<file path="src/rtl/ttc_frame_tx.sv">
// TTC frame serializer: emits back-to-back 16-bit frames MSB first on clk160.
// After reset a fixed number of sync frames lock the receiver; afterwards
// command words from a one-deep holding register are interleaved with idle
// sync frames, and a sync frame is forced after SYNC_INTERVAL command frames.
module ttc_frame_tx #(
    parameter logic [15:0] SYNC_WORD     = 16'h817E,
    parameter int          LOCK_FRAMES   = 46,
    parameter int          SYNC_INTERVAL = 32
) (
    input  logic        clk160,
    input  logic        rst,
    input  logic [15:0] cmd_data,
    input  logic        cmd_valid,
    output logic        cmd_ready,
    output logic        ttc_data,
    output logic        frame_start,
    output logic        frame_is_sync,
    output logic        preamble_done
);
    localparam int FCW = (LOCK_FRAMES > 0) ? $clog2(LOCK_FRAMES + 1) : 1;
    localparam int RCW = (SYNC_INTERVAL > 0) ? $clog2(SYNC_INTERVAL + 1) : 1;
    localparam logic [FCW-1:0] LOCK_CNT = FCW'(LOCK_FRAMES);
    localparam logic [RCW-1:0] RUN_MAX  = RCW'(SYNC_INTERVAL);

    typedef enum logic {PREAMBLE = 1'b0, RUN = 1'b1} state_t;

    state_t          state, state_nxt;
    logic [3:0]      bit_cnt;     // bit being loaded onto ttc_data at the next edge
    logic [15:0]     shreg;       // current frame
    logic [FCW-1:0]  frame_cnt;   // sync frames started during the preamble
    logic [RCW-1:0]  run_cnt;     // consecutive command frames
    logic            hold_full;
    logic [15:0]     hold_data;
    logic            out_en;      // keeps cmd_ready low until the first edge after reset

    logic            boundary;
    logic            lock_reached;
    logic            force_sync;
    logic            consume;
    logic            accept;
    logic [15:0]     sel_word;
    logic            sel_sync;

    assign boundary     = (bit_cnt == 4'd0);
    assign lock_reached = (frame_cnt == LOCK_CNT);
    assign force_sync   = (SYNC_INTERVAL != 0) && (run_cnt == RUN_MAX);
    assign cmd_ready    = out_en && !hold_full;
    assign accept       = cmd_valid && cmd_ready;

    // State register
    always_ff @(posedge clk160 or posedge rst) begin
        if (rst) state <= PREAMBLE;
        else     state <= state_nxt;
    end

    // Next state: leave the preamble at the boundary ending the last lock frame
    always_comb begin
        state_nxt = state;
        if (state == PREAMBLE && boundary && lock_reached)
            state_nxt = RUN;
    end

    // Frame selection: forced sync, then held word, then idle sync
    always_comb begin
        sel_word = SYNC_WORD;
        sel_sync = 1'b1;
        consume  = 1'b0;
        if (state_nxt == RUN && !force_sync && hold_full) begin
            sel_word = hold_data;
            sel_sync = 1'b0;
            consume  = boundary;
        end
    end

    // Serializer, frame flags and counters
    always_ff @(posedge clk160 or posedge rst) begin
        if (rst) begin
            out_en        <= 1'b0;
            bit_cnt       <= 4'd0;
            shreg         <= 16'd0;
            ttc_data      <= 1'b0;
            frame_start   <= 1'b0;
            frame_is_sync <= 1'b0;
            preamble_done <= 1'b0;
            frame_cnt     <= '0;
            run_cnt       <= '0;
        end else begin
            out_en  <= 1'b1;
            bit_cnt <= bit_cnt + 4'd1;
            if (boundary) begin
                shreg         <= sel_word;
                ttc_data      <= sel_word[15];
                frame_start   <= 1'b1;
                frame_is_sync <= sel_sync;
                if (state == PREAMBLE && !lock_reached)
                    frame_cnt <= frame_cnt + 1'b1;
                if (state_nxt == RUN) begin
                    preamble_done <= 1'b1;
                    run_cnt       <= sel_sync ? '0 : run_cnt + 1'b1;
                end
            end else begin
                ttc_data    <= shreg[4'd15 - bit_cnt];
                frame_start <= 1'b0;
            end
        end
    end

    // Holding register: filled on accept, emptied when its word is framed
    always_ff @(posedge clk160 or posedge rst) begin
        if (rst) begin
            hold_full <= 1'b0;
            hold_data <= 16'd0;
        end else if (consume) begin
            hold_full <= 1'b0;
        end else if (accept) begin
            hold_full <= 1'b1;
            hold_data <= cmd_data;
        end
    end
endmodule
</file>
<file path="config.mk">
export PLATFORM = sky130hd
export DESIGN_NAME = ttc_frame_tx
export DESIGN_NICKNAME = d
export VERILOG_FILES = /design/src/rtl/ttc_frame_tx.sv
export SDC_FILE = /design/constraint.sdc
export NUM_CORES = 1
export LEC_CHECK = 0
export ABC_AREA = 1
export CAP_MARGIN = 20
export CORE_MARGIN = 1
export CORE_UTILIZATION = 40
export DETAILED_ROUTE_END_ITERATION = 12
export SETUP_SLACK_MARGIN = 0.3
export SYNTH_ARGS = -nofsm -noshare
export SYNTH_HDL_FRONTEND = slang
export SYNTH_SLANG_ARGS = --single-unit
</file>
<file path="constraint.sdc">
create_clock -name clk160 -period 2.13 [get_ports clk160]
set_clock_uncertainty 0.2 [all_clocks]
set_input_delay 0.426 -clock clk160 [delete_from_list [all_inputs] [get_ports clk160]]
set_output_delay 0.426 -clock clk160 [all_outputs]
set_load 0.1 [all_outputs]
</file>
### After elaboration in Yosys (flattened, before gate mapping)

Index checks and enable logic that the tools add are counted.

* register bits: 55
* latch bits: 0
* RAM bits: 0
* memory bits (read-only): 0
* memories: 0

* $add $sub $neg: 4
* multipliers: 0
* div/mod/pow operators: 0
* order comparisons: 1
* equality and inequality tests: 2
* shifts and indexed selects: 0
* mux-type cells: 11
* bitwise logic cells: 2
* reduce and logical (&&, ||, !) cells: 15

Operator list (count)
* two-way mux 16 bit: 1
* adder 6 x 1 -> 6 bit (second input constant): 2
* equality test 6 bit (second input constant): 2
* two-way mux 1 bit: 8
* logical AND 1 bit: 7
* two-way mux 6 bit: 1
* AND reduction 2 bit: 3
* < comparator 4 x 5 -> 1 bit (second input constant): 1
* adder 4 x 1 -> 4 bit (second input constant): 1
* binary-select mux 1 bit (select 4 bit): 1
* zero test 4 bit: 1
* subtractor 4 bit (first input constant): 1
* zero test 1 bit: 3
* NOT 1 bit: 2
* nonzero test 2 bit: 1

### Longest topological paths before layout

* depth in word-level cells: 9
* depth in mapped cells: 12
* mapped depth without buffers: 10

### Worst setup path before layout

OpenSTA, ideal clock, no wires.

* kind: register to register
* start: register hold_full
* end: register hold_data[0]
* setup time: 0.125 ns
* arrival time: 2.612 ns
* required time: 1.805 ns
* setup slack: -0.807 ns
* cell stages (with the launch flop): 5
* path through: dfrtp_1 > nor2_1 > nand2_2 > buf_2 > mux2_2

* longest elaborated chain between the ends: 4
* elaborated cells between the ends (all ways): 7

RTL lines
* start: declaration: line 32 `logic hold_full;`
* start signal: assignment: line 111 `hold_full <= 1'b0;`
* start signal: assignment: line 114 `hold_full <= 1'b0;`
* start signal: assignment: line 116 `hold_full <= 1'b1;`
* zero test 1 bit: line 47 `assign cmd_ready = out_en && !hold_full;`
* logical AND 1 bit: line 47
* named net cmd_ready: line 14 `output logic cmd_ready,`
* logical AND 1 bit: line 48 `assign accept = cmd_valid && cmd_ready;`
* AND reduction 2 bit (no line)
* end signal: assignment: line 117 `hold_data <= cmd_data;`
* end: declaration: line 33 `logic [15:0] hold_data;`

The timed path passes the listed nets, and every way through them passes these cells.
A chain may end at the register's enable or synchronous reset.

### Worst setup path in the final report

* start: register hold_full
* end: output port cmd_ready

* longest elaborated chain between the ends: 2

RTL lines (line)
* zero test 1 bit: 47
* logical AND 1 bit: 47
* end: declaration: 14

Every way passes these cells.

==> results by group <==
Global route
  • GR Overflow Total: 0
  • Vias in the first global route: roughly 1800
  • Pin count of the biggest net entering global routing: between 50 and 60
  • Total GRT Usage: 0.162
  • First-pass GRT wire length: a little over 8000 µm
  • Initial antenna violation count: 0

Timing
  • Tmin final: 1.73 ns
  • Final setup TNS: 0 ns
  • Final max-slew violation count: 0
  • Final setup violating endpoints: 0
  • Final hold vios: 0
  • RSZ-0062 raised after global routing: true
  • Tcrit/Tclk final: 0.813
  • Fmax achieved: 577 MHz

Clock network
  • Clock tree buffer depth: 2
  • Clock Sinks: 55
  • Cts hold-fix bufs: 0
  • TritonCTS clock tree: yes
  • Worst-Skew Late Latency: approximately 0.30 ns
  • Reg clk slew, reported paths: about 0.1 ns
  • CTS buffer count: 5
  • Root Driver: clkbuf_8
  • H-tree depth: 2

Placement
  • Dpl cell area: slightly below 3000 µm²
  • Input/output buffers: 23
  • Routability Congestion: around 0.75
  • DPL Wire Length: between 3000 and 4000 µm

Setup path
  • CP max FO: 3
  • Worst setup SP type: register
  • Worst endpoint data arrival time: between 1 and 1.5 ns
  • Critical path class: reg -> out
  • Crit end category: output pin
  • Required time of the worst setup path: about 1.5 ns

Logic synthesis
  • Main synth FF type: dfrtp_1
  • Area contributors post-synth: dfrtp_1 (53%), nand2_1 (14%), mux2_2 (6.5%)
  • Post-synthesis sequential element count: 55
  • Avg Cell Area, Syn: a little over 9 µm²
  • Most common cell in the netlist: nand2_1
  • Async set-reset flop share out of synthesis: 1.00
  • Largest area contributor in the netlist: dfrtp_1
  • Synth cell types: 28
  • Sequential share of the synthesized area: 0.533
  • Synth top area share: 0.533
  • Synth Cell Area: 2580 µm²
  • Syn Inst Count: 280
  • Commonest cells in the synthesized netlist: nand2_1 (99), dfrtp_1 (55), inv_1 (28)
  • Post-synth EDFFs: 0
  • Post-Syn Nets: 305
  • Synthesis Warnings: 0

Power
  • Max VDD drop: ~0.32 mV
  • PwrDens: about 530 nW/µm²
  • Leakage: between 0.0015 and 0.002 µW

Final layout
  • Final net count: 337
  • Fillers: ~580
  • Share of layout cells above drive strength 1: 0.208
  • Register area: 1380 µm²
  • Footprint of the multi-input gates: about 1100 µm²
  • N_diodes: 0
  • Final core utilization: 0.518
  • Cell area after layout: 3140 µm²
  • Area grow syn2layout: 21.6%

Outcome
  • Status: finished, final reports clean

Floorplan
  • Die H: ~82 µm
  • Core ar.: about 6100 µm²
  • IO Count: 24
  • Die Width: between 80 and 90 µm
  • Site row count: 28
  • Die Footprint: between 6000 and 7000 µm²
  • Initial core utilization: 0.426

Detailed routing
  • Detail Route Antenna Nets: 0
  • DR vias/cell: roughly 4.7
  • Routed Wire Length: around 4600 µm
  • WL met2: between 2000 and 2500 µm
  • Via count: 1835
  • DRT Pass-1 Iters: 4
  • DRC errors left: 0
  • Iteration-0 DRC Markers: 85
  • Top Layer Used: met4
  • Wire length on met1: 2310 µm
  • DR WL met3: ~180 µm
  • Mean routed wirelength per cell: between 10 and 15 µm

Hold path
  • Hold crit path type: reg -> reg

Flow run
  • Max Cap Viol: 0
metal layers:
metal,track usage,vias up
met2,0.231,35
met3,0.0451,10
met4,0.0825,0
met5,0,-
met1,0.223,860
li1,-,930
final timing paths:
path                                           from                  endpoint  slack, ns  depth (start not counted)
max                           hold_full$_DFFE_PP0P_                 cmd_ready       0.40                          2
min                            shreg[5]$_DFFE_PP0P_      shreg[5]$_DFFE_PP0P_       0.29                          2
max reg2reg                frame_cnt[0]$_DFFE_PP0P_     shreg[12]$_DFFE_PP0P_       0.40                         10
min reg2reg                    shreg[5]$_DFFE_PP0P_      shreg[5]$_DFFE_PP0P_       0.29                          2
max in group asynchronous                       rst  frame_cnt[0]$_DFFE_PP0P_       1.15                          3
min in group asynchronous                       rst  frame_cnt[4]$_DFFE_PP0P_       0.34                          3
registers in the layout, indices dropped and copies added, names as in the netlist:
signal,count
frame_start,1
hold_data,16
bit_cnt,4
state,1
preamble_done,1
frame_is_sync,1
hold_full,1
shreg,16
ttc_data,1
run_cnt,6
out_en,1
frame_cnt,6
cell type report:
class,instances,share of cell area
clock inverters,2,0.00399
multi-input cells,190,0.364
flip-flops and latches,55,0.438
clock buffers,6,0.0231
well taps,75,0.0299
repair buffers,29,0.0996
inverters,31,0.0407
placed cells by master, fill, tap and decap left out, drive strengths merged, types with 6 or more instances in the layout:
master / count
nand3: 16
dfrtp: 55
nor2: 19
xor2: 9
o21ai: 13
nand2: 105
ha: 6
mux2: 15
inv: 29
clkdlybuf4s50: 18
buf: 11
clkbuf: 6
logic make-up (layout without fill, tap and decap cells):
| family | after synthesis | in the layout | share of synthesized area |
|---|---|---|---|
| other | 1 | 1 | 0.00145 |
| AOI/OAI and AO/OA | 14 | 14 | 0.0388 |
| muxes | 15 | 15 | 0.0654 |
| and+or+nand+nor | 142 | 144 | 0.236 |
| DFF | 55 | 55 | 0.533 |
| adders and majority gates | 6 | 6 | 0.0291 |
| xor gates and xnor gates | 10 | 10 | 0.0339 |
| buffers and inverters | 37 | 68 | 0.0620 |
power by group:
part	leakage, µW	switching [µW]	internal, µW
sequential	0.000690	0.203	1040
combinational	0.000835	25.9	33.2
clock	0.0000412	328	231
total	0.00157	354	1310
critical path, cell delays in order, from the launching register on:
cell and delay (ns):
dfrtp_1 0.44, nor2_4 0.16, buf_12 0.19
through the flow:
stage	hold WS (ns)	std cells	power (µW)	setup WS, ns
global route	0.310	388	1750	0.263
detailed placement	0.266	377	1130	0.226
floorplan	0.236	280	1080	0.283
finish	0.286	388	1660	0.397
CTS	0.292	386	1690	0.309
global placement	0.259	377	1130	0.289
repair_timing:
item	4_1_cts	5_1_grt
pin swaps	1	8
endpoints found under the setup margin	15	24
resized for setup	3	12
gates cloned	1	1
setup buffers	0	1
Note: power is estimated with default switching activity, not from simulation.
